--- config.mk ---
export PLATFORM = sky130hd
export DESIGN_NAME = hazard_ctrl_flat
export DESIGN_NICKNAME = d
export VERILOG_FILES = /design/src/rtl/hazard_ctrl_pkg.sv /design/src/rtl/hazard_ctrl_if.sv /design/src/rtl/hazard_ctrl_forwarding_unit.sv /design/src/rtl/hazard_ctrl.sv /design/src/flat_wrapper.sv
export SDC_FILE = /design/constraint.sdc
export NUM_CORES = 1
export LEC_CHECK = 0
export CELL_PAD_IN_SITES_DETAIL_PLACEMENT = 1
export CELL_PAD_IN_SITES_GLOBAL_PLACEMENT = 2
export CORE_MARGIN = 2
export CORE_UTILIZATION = 25
export DETAILED_ROUTE_END_ITERATION = 10
export HOLD_SLACK_MARGIN = 0.05
export PLACE_DENSITY_LB_ADDON = 0.1
export SYNTH_ARGS = -nofsm -noshare
export SYNTH_HDL_FRONTEND = slang
export SYNTH_SLANG_ARGS = --single-unit
--- constraint.sdc ---
create_clock -name clk -period 4.05 [get_ports clk]
set_clock_uncertainty 0.2 [all_clocks]
set_input_delay 0.81 -clock clk [delete_from_list [all_inputs] [get_ports clk]]
set_output_delay 0.81 -clock clk [all_outputs]
set_load 0.03 [all_outputs]
--- src/rtl/hazard_ctrl_pkg.sv ---
// Shared pipeline-control types: forwarding selects, hazard FSM states and the
// stall/flush command bundle consumed by the IF/ID, ID/EX, EX/MEM and MEM/WB registers.
package hazard_ctrl_pkg;

    localparam int REG_AW = 5;

    typedef enum logic [1:0] {
        REG = 2'b00,
        WB  = 2'b01,
        MEM = 2'b10
    } fwd_sel_e;

    typedef enum logic [1:0] {
        RUN    = 2'b00,
        DRAIN  = 2'b01,
        HALTED = 2'b10
    } hz_state_e;

    typedef struct packed {
        logic stall_pc;
        logic stall_if_id;
        logic stall_id_ex;
        logic stall_ex_mem;
        logic flush_if_id;
        logic flush_id_ex;
        logic flush_mem_wb;
    } hz_cmd_t;

    localparam hz_cmd_t CMD_NONE     = 7'b0000_000;
    localparam hz_cmd_t CMD_RESET    = 7'b0000_111;
    localparam hz_cmd_t CMD_MEM_BUSY = 7'b1111_001;
    localparam hz_cmd_t CMD_BRANCH   = 7'b0000_110;
    localparam hz_cmd_t CMD_LOAD_USE = 7'b1100_010;
    localparam hz_cmd_t CMD_DRAIN    = 7'b1000_100;
    localparam hz_cmd_t CMD_HALTED   = 7'b1111_000;

    // x0 is hard-wired zero, so a write to it never produces a usable result.
    function automatic logic writes_reg(input logic regwrite,
                                        input logic [REG_AW-1:0] rd,
                                        input logic [REG_AW-1:0] src);
        return regwrite && (rd != '0) && (rd == src);
    endfunction

endpackage

--- src/rtl/hazard_ctrl_if.sv ---
// Pipeline-register view seen by hazard_ctrl: buffer-register fields in,
// stall/flush/forward commands and status out.
interface hazard_ctrl_if #(
    parameter int CNT_W = 16
);
    import hazard_ctrl_pkg::*;

    logic [4:0] if_id_rs1;
    logic [4:0] if_id_rs2;
    logic       id_ex_memread;
    logic [4:0] id_ex_rd;
    logic       id_ex_halt;
    logic [4:0] id_ex_rs1;
    logic [4:0] id_ex_rs2;
    logic       ex_pc_sel;
    logic       ex_mem_regwrite;
    logic [4:0] ex_mem_rd;
    logic       mem_wb_regwrite;
    logic [4:0] mem_wb_rd;
    logic       mem_busy;

    // Commands are combinational and take effect on the next rising edge:
    // a stall holds the register, a flush loads a bubble on that edge.
    logic       stall_pc;
    logic       stall_if_id;
    logic       stall_id_ex;
    logic       stall_ex_mem;
    logic       flush_if_id;
    logic       flush_id_ex;
    logic       flush_mem_wb;
    hz_cmd_t    cmd;
    logic [1:0] fwd_a;
    logic [1:0] fwd_b;
    logic       halted;
    logic [CNT_W-1:0] stall_cnt;
    logic [CNT_W-1:0] flush_cnt;
    hz_state_e  state;

    modport master (
        output if_id_rs1, if_id_rs2, id_ex_memread, id_ex_rd, id_ex_halt,
               id_ex_rs1, id_ex_rs2, ex_pc_sel, ex_mem_regwrite, ex_mem_rd,
               mem_wb_regwrite, mem_wb_rd, mem_busy,
        input  stall_pc, stall_if_id, stall_id_ex, stall_ex_mem,
               flush_if_id, flush_id_ex, flush_mem_wb, cmd,
               fwd_a, fwd_b, halted, stall_cnt, flush_cnt, state
    );

    modport slave (
        input  if_id_rs1, if_id_rs2, id_ex_memread, id_ex_rd, id_ex_halt,
               id_ex_rs1, id_ex_rs2, ex_pc_sel, ex_mem_regwrite, ex_mem_rd,
               mem_wb_regwrite, mem_wb_rd, mem_busy,
        output stall_pc, stall_if_id, stall_id_ex, stall_ex_mem,
               flush_if_id, flush_id_ex, flush_mem_wb, cmd,
               fwd_a, fwd_b, halted, stall_cnt, flush_cnt, state
    );

endinterface

--- src/rtl/hazard_ctrl_forwarding_unit.sv ---
// Picks the freshest source for one EX operand; the younger EX/MEM result
// takes precedence over MEM/WB when both target the same register.
module forwarding_unit
    import hazard_ctrl_pkg::*;
(
    input  logic        ex_mem_regwrite,
    input  logic [4:0]  ex_mem_rd,
    input  logic        mem_wb_regwrite,
    input  logic [4:0]  mem_wb_rd,
    input  logic [4:0]  src,
    output fwd_sel_e    sel
);

    always_comb begin
        sel = REG;
        if (writes_reg(mem_wb_regwrite, mem_wb_rd, src)) begin
            sel = WB;
        end
        if (writes_reg(ex_mem_regwrite, ex_mem_rd, src)) begin
            sel = MEM;
        end
    end

endmodule

--- src/rtl/hazard_ctrl.sv ---
// Pipeline hazard control: stall/flush commands, EX forwarding selects,
// halt drain sequencing and saturating stall/flush event counters.
module hazard_ctrl
    import hazard_ctrl_pkg::*;
#(
    parameter int CNT_W     = 16,
    parameter int DRAIN_CYC = 3
) (
    input  logic      clk,
    input  logic      reset,
    hazard_ctrl_if.slave hz
);

    localparam int DCNT_W = $clog2(DRAIN_CYC + 1);

    hz_state_e         state;
    logic [DCNT_W-1:0] drain_cnt;
    logic              halted_q;
    logic [CNT_W-1:0]  stall_cnt_q;
    logic [CNT_W-1:0]  flush_cnt_q;
    hz_cmd_t           cmd;
    logic              load_use;
    logic              take_branch;
    logic              enter_drain;
    fwd_sel_e          sel_a;
    fwd_sel_e          sel_b;

    forwarding_unit u_fwd_a (
        .ex_mem_regwrite (hz.ex_mem_regwrite),
        .ex_mem_rd       (hz.ex_mem_rd),
        .mem_wb_regwrite (hz.mem_wb_regwrite),
        .mem_wb_rd       (hz.mem_wb_rd),
        .src             (hz.id_ex_rs1),
        .sel             (sel_a)
    );

    forwarding_unit u_fwd_b (
        .ex_mem_regwrite (hz.ex_mem_regwrite),
        .ex_mem_rd       (hz.ex_mem_rd),
        .mem_wb_regwrite (hz.mem_wb_regwrite),
        .mem_wb_rd       (hz.mem_wb_rd),
        .src             (hz.id_ex_rs2),
        .sel             (sel_b)
    );

    assign load_use = hz.id_ex_memread && (hz.id_ex_rd != '0) &&
                      ((hz.id_ex_rd == hz.if_id_rs1) || (hz.id_ex_rd == hz.if_id_rs2));

    // A taken branch only counts as a flush when a busy memory is not freezing the pipe.
    assign take_branch = (state == RUN) && !hz.mem_busy && hz.ex_pc_sel;
    assign enter_drain = (state == RUN) && !hz.mem_busy && !hz.ex_pc_sel && hz.id_ex_halt;

    always_comb begin
        cmd = CMD_NONE;
        if (reset) begin
            cmd = CMD_RESET;
        end else begin
            case (state)
                RUN: begin
                    if (hz.mem_busy) begin
                        cmd = CMD_MEM_BUSY;
                    end else if (hz.ex_pc_sel) begin
                        cmd = CMD_BRANCH;
                    end else if (load_use) begin
                        cmd = CMD_LOAD_USE;
                    end
                end
                DRAIN:   cmd = hz.mem_busy ? CMD_MEM_BUSY : CMD_DRAIN;
                HALTED:  cmd = CMD_HALTED;
                default: cmd = CMD_NONE;
            endcase
        end
    end

    always_ff @(posedge clk or posedge reset) begin
        if (reset) begin
            state       <= RUN;
            drain_cnt   <= DCNT_W'(DRAIN_CYC);
            halted_q    <= 1'b0;
            stall_cnt_q <= '0;
            flush_cnt_q <= '0;
        end else begin
            case (state)
                RUN: begin
                    if (enter_drain) begin
                        state     <= DRAIN;
                        drain_cnt <= DCNT_W'(DRAIN_CYC);
                    end
                    if (cmd.stall_pc && (stall_cnt_q != '1)) begin
                        stall_cnt_q <= stall_cnt_q + 1'b1;
                    end
                    if (take_branch && (flush_cnt_q != '1)) begin
                        flush_cnt_q <= flush_cnt_q + 1'b1;
                    end
                end
                DRAIN: begin
                    // A busy memory freezes the drain so no retiring instruction is lost.
                    if (!hz.mem_busy) begin
                        if (drain_cnt == DCNT_W'(1)) begin
                            state    <= HALTED;
                            halted_q <= 1'b1;
                        end else begin
                            drain_cnt <= drain_cnt - 1'b1;
                        end
                    end
                end
                HALTED: begin
                    halted_q <= 1'b1;
                end
                default: begin
                    state <= RUN;
                end
            endcase
        end
    end

    assign hz.cmd          = cmd;
    assign hz.stall_pc     = cmd.stall_pc;
    assign hz.stall_if_id  = cmd.stall_if_id;
    assign hz.stall_id_ex  = cmd.stall_id_ex;
    assign hz.stall_ex_mem = cmd.stall_ex_mem;
    assign hz.flush_if_id  = cmd.flush_if_id;
    assign hz.flush_id_ex  = cmd.flush_id_ex;
    assign hz.flush_mem_wb = cmd.flush_mem_wb;
    assign hz.fwd_a        = reset ? REG : sel_a;
    assign hz.fwd_b        = reset ? REG : sel_b;
    assign hz.halted       = halted_q;
    assign hz.stall_cnt    = stall_cnt_q;
    assign hz.flush_cnt    = flush_cnt_q;
    assign hz.state        = state;

endmodule

--- src/flat_wrapper.sv ---
// flat-port wrapper written by rule: the top's interface ports become plain ports
module hazard_ctrl_flat import hazard_ctrl_pkg::*;
#(
    parameter int CNT_W     = 16,
    parameter int DRAIN_CYC = 3
)
  (clk, reset, hz_if_id_rs1, hz_if_id_rs2, hz_id_ex_memread, hz_id_ex_rd, hz_id_ex_halt, hz_id_ex_rs1, hz_id_ex_rs2, hz_ex_pc_sel, hz_ex_mem_regwrite, hz_ex_mem_rd, hz_mem_wb_regwrite, hz_mem_wb_rd, hz_mem_busy, hz_stall_pc, hz_stall_if_id, hz_stall_id_ex, hz_stall_ex_mem, hz_flush_if_id, hz_flush_id_ex, hz_flush_mem_wb, hz_cmd, hz_fwd_a, hz_fwd_b, hz_halted, hz_stall_cnt, hz_flush_cnt, hz_state);
  hazard_ctrl_if #(.CNT_W(CNT_W)) hz_i ();
  input  logic clk;
  input  logic reset;
  input wire logic [$bits(hz_i.if_id_rs1)-1:0] hz_if_id_rs1;
  input wire logic [$bits(hz_i.if_id_rs2)-1:0] hz_if_id_rs2;
  input wire logic [$bits(hz_i.id_ex_memread)-1:0] hz_id_ex_memread;
  input wire logic [$bits(hz_i.id_ex_rd)-1:0] hz_id_ex_rd;
  input wire logic [$bits(hz_i.id_ex_halt)-1:0] hz_id_ex_halt;
  input wire logic [$bits(hz_i.id_ex_rs1)-1:0] hz_id_ex_rs1;
  input wire logic [$bits(hz_i.id_ex_rs2)-1:0] hz_id_ex_rs2;
  input wire logic [$bits(hz_i.ex_pc_sel)-1:0] hz_ex_pc_sel;
  input wire logic [$bits(hz_i.ex_mem_regwrite)-1:0] hz_ex_mem_regwrite;
  input wire logic [$bits(hz_i.ex_mem_rd)-1:0] hz_ex_mem_rd;
  input wire logic [$bits(hz_i.mem_wb_regwrite)-1:0] hz_mem_wb_regwrite;
  input wire logic [$bits(hz_i.mem_wb_rd)-1:0] hz_mem_wb_rd;
  input wire logic [$bits(hz_i.mem_busy)-1:0] hz_mem_busy;
  output wire logic [$bits(hz_i.stall_pc)-1:0] hz_stall_pc;
  output wire logic [$bits(hz_i.stall_if_id)-1:0] hz_stall_if_id;
  output wire logic [$bits(hz_i.stall_id_ex)-1:0] hz_stall_id_ex;
  output wire logic [$bits(hz_i.stall_ex_mem)-1:0] hz_stall_ex_mem;
  output wire logic [$bits(hz_i.flush_if_id)-1:0] hz_flush_if_id;
  output wire logic [$bits(hz_i.flush_id_ex)-1:0] hz_flush_id_ex;
  output wire logic [$bits(hz_i.flush_mem_wb)-1:0] hz_flush_mem_wb;
  output wire logic [$bits(hz_i.cmd)-1:0] hz_cmd;
  output wire logic [$bits(hz_i.fwd_a)-1:0] hz_fwd_a;
  output wire logic [$bits(hz_i.fwd_b)-1:0] hz_fwd_b;
  output wire logic [$bits(hz_i.halted)-1:0] hz_halted;
  output wire logic [$bits(hz_i.stall_cnt)-1:0] hz_stall_cnt;
  output wire logic [$bits(hz_i.flush_cnt)-1:0] hz_flush_cnt;
  output wire logic [$bits(hz_i.state)-1:0] hz_state;
  assign hz_i.if_id_rs1 = hz_if_id_rs1;
  assign hz_i.if_id_rs2 = hz_if_id_rs2;
  assign hz_i.id_ex_memread = hz_id_ex_memread;
  assign hz_i.id_ex_rd = hz_id_ex_rd;
  assign hz_i.id_ex_halt = hz_id_ex_halt;
  assign hz_i.id_ex_rs1 = hz_id_ex_rs1;
  assign hz_i.id_ex_rs2 = hz_id_ex_rs2;
  assign hz_i.ex_pc_sel = hz_ex_pc_sel;
  assign hz_i.ex_mem_regwrite = hz_ex_mem_regwrite;
  assign hz_i.ex_mem_rd = hz_ex_mem_rd;
  assign hz_i.mem_wb_regwrite = hz_mem_wb_regwrite;
  assign hz_i.mem_wb_rd = hz_mem_wb_rd;
  assign hz_i.mem_busy = hz_mem_busy;
  assign hz_stall_pc = hz_i.stall_pc;
  assign hz_stall_if_id = hz_i.stall_if_id;
  assign hz_stall_id_ex = hz_i.stall_id_ex;
  assign hz_stall_ex_mem = hz_i.stall_ex_mem;
  assign hz_flush_if_id = hz_i.flush_if_id;
  assign hz_flush_id_ex = hz_i.flush_id_ex;
  assign hz_flush_mem_wb = hz_i.flush_mem_wb;
  assign hz_cmd = hz_i.cmd;
  assign hz_fwd_a = hz_i.fwd_a;
  assign hz_fwd_b = hz_i.fwd_b;
  assign hz_halted = hz_i.halted;
  assign hz_stall_cnt = hz_i.stall_cnt;
  assign hz_flush_cnt = hz_i.flush_cnt;
  assign hz_state = hz_i.state;
  hazard_ctrl #(.CNT_W(CNT_W), .DRAIN_CYC(DRAIN_CYC)) u_core (.clk(clk), .reset(reset), .hz(hz_i));
endmodule
# Yosys cells after proc, flatten, opt, wreduce, memory -nomap -nowiden
# Cells that the tools add are included.
[totals]
elab_cells = 75
input_bits = 43
regBits = 37
out_inout_bits = 53
[classes]
eq_ne = 15
n_reduce_logical = 28
addsub = 3
bitwise_logic = 1
n_mux = 23
[op_table]
columns = ["op", "n"]
rows = [
  ["16-bit by 1-bit adder with 16-bit output (second input constant)", 2],
  ["16-bit inequality test (second input constant)", 2],
  ["5-bit equality test", 6],
  ["7-bit 2-to-1 mux", 4],
  ["7-bit case mux with 3 select lines", 1],
  ["2-bit 2-to-1 mux", 10],
  ["5-bit nonzero test", 3],
  ["1-bit logical AND", 14],
  ["4-bit AND reduction", 2],
  ["6-bit 2-to-1 mux", 1],
  ["2-bit case mux with 3 select lines", 1],
  ["2-bit by 1-bit equality test with 1-bit output (second input constant)", 2],
  ["1-bit 2-to-1 mux", 4],
  ["2-bit by 1-bit inequality test with 1-bit output (second input constant)", 2],
  ["2-bit inequality test (second input constant)", 2],
  ["2-bit case mux with 2 select lines", 1],
  ["2-bit AND reduction", 2],
  ["2-bit nonzero test", 2],
  ["3-bit AND reduction", 1],
  ["2-bit equality test (second input constant)", 1],
  ["1-bit logical NOT", 2],
  ["2-bit logical NOT", 1],
  ["1-bit case mux with 2 select lines", 1],
  ["2-bit by 1-bit subtractor with 2-bit output (second input constant)", 1],
  ["other kinds (2)", 2],
]

# Logic depth before layout (Yosys ltp)
[logic_depth]
word_depth = 10
depth_mapped = 9
ltp_nobuf = 8

# By module
# Synthesis repeated with hierarchy kept, for this count alone.
[unflattened]
hier_cells = 267
hier_area_um2 = 2556.2
[modules_own_cells]
columns = ["mod", "seq_area_each_um2", "cells_per_inst", "area_per_inst_um2", "n_inst"]
rows = [
  ["hazard_ctrl", 928.4, 227, 2253.4, 1],
  ["forwarding_unit", 0.0, 20, 151.4, 2],
]

# Worst setup path before layout
# No wires, ideal clock.
[synth_timing]
kind = "input port to output port"
start = "in reset"
end = "out hz_fwd_a[0]"
path_buffers = 0
required_time_ps = 3040
cell_stages = 4
arrival_ps = 3293
slack_ps = -253
path_cell_list = "inv_1 -> o211ai_1 -> or4_1 -> nor4_1"
[synth_via]
elab_chain_len = 1
[synth_lines]
columns = ["element", "line", "rtl"]
rows = [
  ["start, declared", "flat_wrapper.sv:10", "input logic reset;"],
  ["2-bit 2-to-1 mux", "hazard_ctrl.sv:125", "assign hz.fwd_a = reset ? REG : sel_a;"],
  ["end, declared", "flat_wrapper.sv:32", "output wire logic [$bits(hz_i.fwd_a)-1:0] hz_fwd_a;"],
]
# No other way between the ends.

# Final worst setup path
[layout_timing]
start = "in hz_ex_mem_rd[1]"
end = "out hz_fwd_a[1]"
[layout_via]
elab_chain_len = 5
word_cells_on_any_way = 6
classes_between = "eq/ne: 1; mux: 2; reduce/logical: 3"
[layout_lines]
columns = ["element", "line", "rtl"]
rows = [
  ["start, declared", "flat_wrapper.sv:20", "input wire logic [$bits(hz_i.ex_mem_rd)-1:0] hz_ex_mem_rd;"],
  ["5-bit nonzero test", "hazard_ctrl_pkg.sv:41", "return regwrite && (rd != '0) && (rd == src);"],
  ["1-bit logical AND", "hazard_ctrl_pkg.sv:41", ""],
  ["1-bit logical AND *", "hazard_ctrl_pkg.sv:41", ""],
  ["2-bit 2-to-1 mux *", "hazard_ctrl_forwarding_unit.sv:19", "if (writes_reg(ex_mem_regwrite, ex_mem_rd, src)) begin"],
  ["2-bit 2-to-1 mux *", "hazard_ctrl.sv:125", ""],
]
# Every way passes the cells marked *; elsewhere a longest branch is shown, timed or not.

==> metrics.log <==
INFO  metric worst_hold_path_type = register to register
INFO  metric grt_antenna_before_repair = 0
INFO  metric startpoint_type = input port
INFO  metric clock_tree.root_cell = clkbuf_8
INFO  metric cell_total_after_placement = 475
INFO  metric clock_insertion_delay_at_the_later_pin_of_the_skew_report = 290 ps
INFO  metric vias_per_cell = 4.42
INFO  metric avgRoutedWirePerCell = 14.2 um
INFO  metric end_kind = output port
INFO  metric totalWireLength = 6.85 mm
INFO  metric detailroute.via_count = 2133
INFO  metric all_layer_global_routing_usage = 13.3%
INFO  metric num-nets-final = 403
INFO  metric report.final.hold_viol_count = 0
INFO  metric die_width = 102 um
INFO  metric antenna_cells = 0
INFO  metric finalWeightedCongestion = 0.726
INFO  metric ffs_latches_synth = 37
INFO  metric cts_buffers = 5
INFO  metric timing_worst_setup_path_type = input port to output port
INFO  metric chipHeight = 102 um
INFO  metric p_per_area = 223 nW/um^2
INFO  metric clock-sinks = 37
INFO  metric route.detailed.drc = 0
INFO  metric timing.final.setup_violations = 0
INFO  metric placed_cell_areas = 3490 sq um
INFO  metric overall_power = 803 uW
INFO  metric synth_seq_area_share = 38.4%
INFO  metric synth-edff-count = 0
INFO  metric max_cap_viol_count = 0
INFO  metric synth-warning-count = 0
INFO  metric cts_htree_levels = 2
INFO  metric totalNegativeSetupSlack = 0 ps
INFO  metric tritoncts = built
INFO  metric maximum_number_of_pins_on_one_net_before_global_route_repair = 27
INFO  metric postSynth.topFlopCell = dfrtp_1
INFO  metric initialDrtViolationCount = 77
INFO  metric rsz_0062_raised_after_global_routing = no
INFO  metric yosysUniqueCellTypes = 45
INFO  metric place_hpwl = 5.72 mm
INFO  metric num_io_pins = 96
INFO  metric min_cycle_time_layout = 3800 ps
INFO  metric clk_transition_reported_paths = 80 ps
INFO  metric globalRoute.totalOverflow = 0
INFO  metric status = finished, final reports clean
INFO  metric cts_post_setup_buffers_inserted = 0
INFO  metric cellLeakagePower = 1.52 nW
INFO  metric max_slew_margin_vs_limit = 55.3%
INFO  metric worst_slew_pin_slew = 671 ps
INFO  metric critical_path.max_fanout = 4
INFO  metric dr.pass1.iters = 4
INFO  metric fill_cells = 1093
INFO  metric share_of_post_route_cells_with_drive_strength_above_1 = 9.89%
INFO  metric drv_slew = 0
INFO  metric final_area = 3590 sq um
INFO  metric maximum_frequency_from_static_timing_analysis = 0.263 GHz
INFO  metric cell_count_after_synthesis = 255
INFO  metric worstPathArrival = 2790 ps
INFO  metric ir_worst_vdd = 0.130 mV
INFO  metric clock_tree.buffer_depth = 2
INFO  metric initial_cell_density_of_the_core = 25.9%
INFO  metric core.rowCount = 35
INFO  metric port-buffer-count = 95
INFO  metric core-area = 9330 sq um
INFO  metric final-instance-count-excl-fill = 483
INFO  metric async_flop_share = 100%
INFO  metric postSynthNetCount = 305
INFO  metric fin_worst_hold_slack = 287 ps
INFO  metric synth_area = 2420 sq um
INFO  metric grt_pass1_vias = 2174
INFO  metric ant_nets = 0
INFO  metric worstPathRequired = 3040 ps
INFO  metric synth_area_per_cell = 9.49 sq um
INFO  metric design.die.area = 10500 sq um
INFO  metric syn2layout_area_growth = 48.6%
INFO  metric final.period_utilization = 93.8%
INFO  metric first_pass_grt_wire_length = 10.9 mm
## path summary, 6_finish.rpt
| kind | startpoint | endpoint | slack, ps | cells after the start |
|---|---|---|---|---|
| max in group asynchronous | reset | u_core.drain_cnt[0] | 2280 | 3 |
| setup / recovery | hz_ex_mem_rd[1] | hz_fwd_a[1] | 250 | 6 |
| hold reg to reg | u_core.hz.halted | u_core.hz.halted | 290 | 1 |
| setup reg to reg | u_core.hz.state[1] | u_core.hz.stall_cnt[14] | 1460 | 8 |
| hold / removal | u_core.hz.halted | u_core.hz.halted | 290 | 1 |
| min in group asynchronous | reset | u_core.hz.flush_cnt[3] | 970 | 3 |
## cell type report
type / instances / area, sq um / area share (%)
well taps: 129 / 161 / 4.49
clock buffers: 7 / 96.3 / 2.68
repair buffers: 103 / 997 / 27.7
flip-flops and latches: 37 / 928 / 25.8
clock inverters: 1 / 8.76 / 0.244
inverters: 9 / 33.8 / 0.940
multi-input cells: 197 / 1370 / 38.1
## through the flow
stage / utilization [%] / setup WS, ps
CTS: 38.5 / 2.15
global route: 38.5 / 122
global placement: 37.4 / 33.7
detailed placement: 37.4 / -5.17
finish: 38.5 / 250
floorplan: - / 80.5
## timing repair
action,in CTS,in global routing
setup endpoints to repair,2,1
hold buffers,0,0
resized for setup,1,1
hold endpoints to repair,0,0
## state kept, by name, indices dropped and copies added, names as in the netlist
signal and count:
u_core.hz.flush_cnt 16, u_core.hz.stall_cnt 16, u_core.drain_cnt 2, u_core.hz.state 2
u_core.hz.halted 1
## kinds of logic (layout without fill, tap and decap cells)
family / after synthesis / in the layout / share of synthesized area (%)
AO/OA/AOI/OAI: 31 / 31 / 8.69
flip-flops: 37 / 37 / 38.4
XOR/XNOR: 60 / 60 / 21.7
AND/OR/NAND/NOR: 97 / 97 / 20.9
adder cells (fa/ha/maj): 7 / 7 / 3.62
buffers and inverters: 21 / 120 / 5.58
multiplexers: 2 / 2 / 1.09
## cells in the final DEF (no fill, tap or decap), drive strengths merged, types with 2 or more instances in the layout
master	instances
nand4	5
mux2	2
or4	5
o21a	2
xor2	29
o31ai	4
nor4	5
nand2	21
nand3	15
and3	2
nor2	19
clkbuf	7
nor2b	2
buf	14
dfstp	2
o21ai	5
dfrtp	35
xnor2	31
inv	10
or2	2
o211ai	3
and4	2
clkdlybuf4s50	87
nor3	14
a21oi	10
ha	7
## synthesized netlist by cell type (2+ instances only)
cell	number	area share, %
a21oi_1	9	1.9
and3_1	2	0.52
and4_1	2	0.72
buf_4	8	2.5
buf_6	2	0.93
dfrtp_1	35	36
dfstp_2	2	2.2
ha_1	7	3.6
inv_1	9	1.4
nand2_1	21	3.3
nand3_1	14	2.9
nand4_1	5	1.3
nor2_1	19	2.9
nor2b_1	2	0.52
nor3_1	13	2.7
nor4_1	5	1.3
o211ai_1	3	0.93
o21a_1	2	0.62
o21ai_0	5	1.0
o31ai_1	4	1.2
or4_1	4	1.2
xnor2_1	31	11
xor2_1	29	10
## per-layer routing
| layer | global-route usage [%] | part of all wire [%] |
|---|---|---|
| met1 | 17.1 | 44 |
| met2 | 23.5 | 52 |
| met3 | 3.01 | 3.2 |
| met4 | 1.23 | 0.058 |
| met5 | 0 | 0 |
## worst max-delay path, cell delays in order
cell and delay [ps]:
clkdlybuf4s50_1 480, or4_1 540, o21ai_0 150, buf_4 150, nor4_1 50, clkdlybuf4s50_1 610
## power by group
group	switching, mW	total [mW]	internal [mW]
combinational	0.0659	0.140	0.0742
sequential	0	0.369	0.369
clock	0.137	0.294	0.157
total	0.203	0.803	0.601
(Power assumes the default switching activity.)
==> variant 1, RTL diff (same settings) <==
`DRAIN_CYC` is set to 3 in 2 places; all go to 2.
--- a/src/rtl/hazard_ctrl.sv
+++ b/src/rtl/hazard_ctrl.sv
@@ -4,7 +4,7 @@
     import hazard_ctrl_pkg::*;
 #(
     parameter int CNT_W     = 16,
-    parameter int DRAIN_CYC = 3
+    parameter int DRAIN_CYC = 2
 ) (
     input  logic      clk,
     input  logic      reset,
--- a/src/flat_wrapper.sv
+++ b/src/flat_wrapper.sv
@@ -2,7 +2,7 @@
 module hazard_ctrl_flat import hazard_ctrl_pkg::*;
 #(
     parameter int CNT_W     = 16,
-    parameter int DRAIN_CYC = 3
+    parameter int DRAIN_CYC = 2
 )
   (clk, reset, hz_if_id_rs1, hz_if_id_rs2, hz_id_ex_memread, hz_id_ex_rd, hz_id_ex_halt, hz_id_ex_rs1, hz_id_ex_rs2, hz_ex_pc_sel, hz_ex_mem_regwrite, hz_ex_mem_rd, hz_mem_wb_regwrite, hz_mem_wb_rd, hz_mem_busy, hz_stall_pc, hz_stall_if_id, hz_stall_id_ex, hz_stall_ex_mem, hz_flush_if_id, hz_flush_id_ex, hz_flush_mem_wb, hz_cmd, hz_fwd_a, hz_fwd_b, hz_halted, hz_stall_cnt, hz_flush_cnt, hz_state);
   hazard_ctrl_if #(.CNT_W(CNT_W)) hz_i ();
Behaviour: not the same (a bounded check fails within 4 cycles, from zero or initial values and one cycle with reset high).
==> variant 1 against the unedited design <==
Fmax decreased by 1.8%. Area after synthesis shrank 1.4%. Total power up 4.1%. Cell area hardly changed. Highest routed layer unchanged. Register-to-register slack better by 0.20 ns. Count of clock-buffer cells in the layout did not move. Sequential cell count is the same. Non-clock buffer count down 1. Wire length is 3.2% lower. Die area decreased by 1.4%. Cell count down 1.0%. Critical path type unchanged. Via count is 0.33% lower. Setup slack worse by 0.070 ns.
==> variant 1: results (changes against the unedited design) <==
metric;value;unit;change
status;finished, final reports clean;;
number of fill cells;1078;;-1.4%
met3 wire len;391;um;+77%
met2 Use GR;20.45;%;-3.1 points
CTS Buf Count;5;;unchanged
initial antenna violation count;0;;unchanged
Area contributors post-synth;dfrtp_1, xor2_1, xnor2_1, nand2_1, ha_1;;
fraction of layout cells with a size suffix above 1;11.46;%;+1.6 points
slowest cell delay on critical path;0.49;ns;-0.12 ns
DR pass1 iterations;3;;-1
post-synth net total;301;;-1.3%
Vias;2126;;-0.33%
Slew @ Worst Pin;0.5742;ns;-0.09686 ns
H-tree depth;2;;unchanged
Worst path slowest cell;or3b_2;;
Clock transition at path regs;0.07;ns;
global-route wire length before repair;10.72;mm;-2.1%
met1 Usage GRT;17.70;%;+0.59 points
clk_lat worst skew;0.29;ns;about the same
count of cell types in the netlist;40;;-11%
post-place setup slack;-0.06291;ns;-0.05774 ns
Detailed Place HPWL;5.177;mm;-9.5%
dpl cell area;0.003472;mm^2;-0.47%
Seq/Total Area, Yosys;38.88;%;+0.51 points
IO buf count;95;;unchanged
WL met1;3.143;mm;+3.4%
VDD IR max;0.1440;mV;+11%
largest net degree at the start of global routing;40;;+48%
GRT Resource Usage Total;13.02;%;-0.25 points
GP Congestion;0.7570;;+4.3%
Hold WS;0.2797;ns;-0.007256 ns
number of vias per cell;4.448;;+0.71%
Clock Path Buffers;2;;unchanged
P_leak;1.594;nW;+4.9%
syn_area_per_cell;9.501;um^2;+0.12%
CP arrival;2.86;ns;+0.07 ns
Commonest cells post-synth;dfrtp_1, xor2_1, xnor2_1;;
highest routed layer;met4;;
cell family with most CP delay;simple AND/OR/NAND/NOR gates;;
Routed WL;6.633;mm;-3.2%
Synth async-reset ratio;100.0;%;unchanged
vias in the first global route;2201;;+1.2%
DR iter-0 viols;39;;-49%
Psw;0.1960;mW;-3.3%
Yosys warning count;0;;unchanged
metal2 WL;3.031;mm;-15%
Inst Count DP;471;;-0.84%
nets;398;;-1.2%
met3 Use GR;3.313;%;+0.30 points
==> variant 1: logic make-up after synthesis <==
kind of cell,after synthesis,synth area share (%)
simple gates,97,21.67
fa+ha+maj,7,3.672
xor+xnor,60,22.04
flops,37,38.88
mux,3,1.364
buf+inv,22,5.037
compound gates,25,7.345
==> variant 1: worst paths after layout <==
kind	start	endpoint	slack, ns	cells after the start
setup / recovery	hz_if_id_rs2[2]	hz_cmd[5]	0.18	8
hold / removal	u_core.drain_cnt[0]	u_core.drain_cnt[0]	0.28	1
setup reg to reg	u_core.hz.state[1]	u_core.hz.stall_cnt[1]	1.66	6
hold reg to reg	u_core.drain_cnt[0]	u_core.drain_cnt[0]	0.28	1
max in group asynchronous	reset	u_core.drain_cnt[1]	2.19	3
min in group asynchronous	reset	u_core.hz.state[0]	1.10	3
==> variant 1: what timing repair did <==
action	4_1_cts	5_1_grt
resized for setup	2	6
buffers inserted	0	0
pin swaps	1	8
cloned	0	0
setup endpoints to repair	4	2
==> variant 1: final cells by class <==
cell class                 count  area [um^2]  share of cell area [%]
clock inverter                 1        30.03                  0.8357
inverter                      10        41.29                   1.149
sequential                    37        927.1                   25.80
tap                          129        161.4                   4.492
timing repair buffer         102        991.0                   27.58
multi-input combinational    192         1356                   37.74
clock buffer                   7        86.33                   2.403
==> variant 1: power by group through the flow <==
stage                     Clock, mW  Sequential (mW)  Combinational (mW)
after CTS                     0.347            0.369               0.140
after detailed placement          0            0.376               0.140
after global routing          0.363            0.369               0.148
final                         0.331            0.369               0.137
after floorplan                   0            0.376              0.0664
after global placement            0            0.376               0.140
==> variant 2, RTL diff (same flow settings) <==
Without the edit above. Reset style: synchronous (`reset`), changed in one clocked block.
--- a/src/rtl/hazard_ctrl.sv
+++ b/src/rtl/hazard_ctrl.sv
@@ -72,7 +72,7 @@
         end
     end
 
-    always_ff @(posedge clk or posedge reset) begin
+    always_ff @(posedge clk) begin
         if (reset) begin
             state       <= RUN;
             drain_cnt   <= DCNT_W'(DRAIN_CYC);
Check against the original RTL: differs if reset is asserted again (counterexample within 4 cycles, from zero or initial values and one cycle with reset high); with reset held inactive, the same outputs for 10 cycles.
==> variant 2 against the unedited design <==
Core utilization shrank 0.72 points. Wire length grew 13%. Area after synthesis grew 0.26%. Synthesized cell count grew 19%. Cell area shrank 1.9%. Global-route usage grew 1.6 points. Sequential share of layout area shrank 4.8 points. Setup slack gained 0.037 ns. Highest routed layer unchanged. Sequential cell count is the same.
Power is not compared: it rests on default switching activity, and its combinational part moved more than twofold at a synthesized area within 25%.
==> variant 2: results (changes against the unedited design) <==
metric;value;unit;change
Worst slew margin;47.84;%;-7.4 points
slowest cell delay on critical path;0.47;ns;-0.14 ns
sequential cell count;37;;unchanged
status;finished, final reports clean;;
Seq/Total Area, Yosys;30.53;%;-7.8 points
area of the multi-input gates;0.001533;mm^2;+12%
R2R Path Start;u_core.hz.state[1];;
inverters;10;;+1
met2 Use GR;25.69;%;+2.2 points
clock network area share;2.731;%;-0.19 points
met3 Use GR;3.186;%;+0.18 points
Synth Area in Adders;3.610;%;-0.0093 points
GRT Resource Usage Total;14.89;%;+1.6 points
WL met1;3.500;mm;+15%
FF-to-FF path depth;8;;unchanged
Commonest cells post-synth;dfxtp_1, nor2_1, xor2_1;;
WHS Path Cells;2;;+1
mux contribution to synthesized area;2.579;%;+1.5 points
Compound-Gate Fraction of Synth Area;13.87;%;+5.2 points
count of cell types in the netlist;42;;-6.7%
Critical Path End;hz_cmd[6];;
largest net degree at the start of global routing;38;;+41%
CP arrival;2.75;ns;-0.04 ns
reg2reg setup slack;1.38;ns;-0.08 ns
Routed WL;7.710;mm;+13%
Non-clock buffering overhead;27.17;%;-0.57 points
bufs w/o clock;102;;-0.97%
fraction of layout cells with a size suffix above 1;9.898;%;+0.011 points
CTS Buf Count;5;;unchanged
clock buffer count;6;;-1
met3 wire len;349;um;+58%
cts repair resizes;0;;-1
Inserted Diodes;0;;unchanged
crit-path max FO;3;;-1
metal2 WL;3.820;mm;+6.6%
nets;443;;+9.9%
Multi-In Gates;237;;+20%
min-delay src;u_core.hz.halted;;
R2R Path End;u_core.hz.stall_cnt[13];;
GP Congestion;0.7823;;+7.8%
number of vias per cell;4.830;;+9.4%
WHS Endpoint;u_core.hz.halted;;
vias in the first global route;2539;;+17%
H-tree depth;2;;unchanged
number of fill cells;1119;;+2.4%
cell taking the most area after synthesis;dfxtp_1;;
Synth async-reset ratio;0;%;-100 points
Area contributors post-synth;dfxtp_1, xor2_1, nor2_1, xnor2_1, or4_1;;
variant 2: changes by cell type in the layout (fill, tap and decap cells not counted), sizes merged, moves of 5 or more:
| cell | delta |
|---|---|
| o31ai | +6 |
| buf | +11 |
| dfrtp | -35 |
| or4 | +8 |
| nor3 | -5 |
| xnor2 | -18 |
| a21oi | +7 |
| dfxtp | +37 |
| o21ai | +6 |
| clkdlybuf4s50 | -10 |
| nor2 | +16 |
variant 2: stage by stage:
step / std cells / hold WS [ns] / util [%] / worst slack, ns / total power [mW]
2_1_floorplan: 304 / 0.2937 / - / 0.3146 / 0.7231
3_3_place_gp: 515 / 0.2617 / 36.78 / 0.3356 / 0.8771
3_5_place_dp: 515 / 0.2795 / 36.78 / 0.2972 / 0.8829
4_1_cts: 523 / 0.3004 / 37.81 / 0.2857 / 1.177
5_1_grt: 523 / 0.3453 / 37.81 / 0.07951 / 1.229
6_report: 523 / 0.2849 / 37.81 / 0.2872 / 1.151
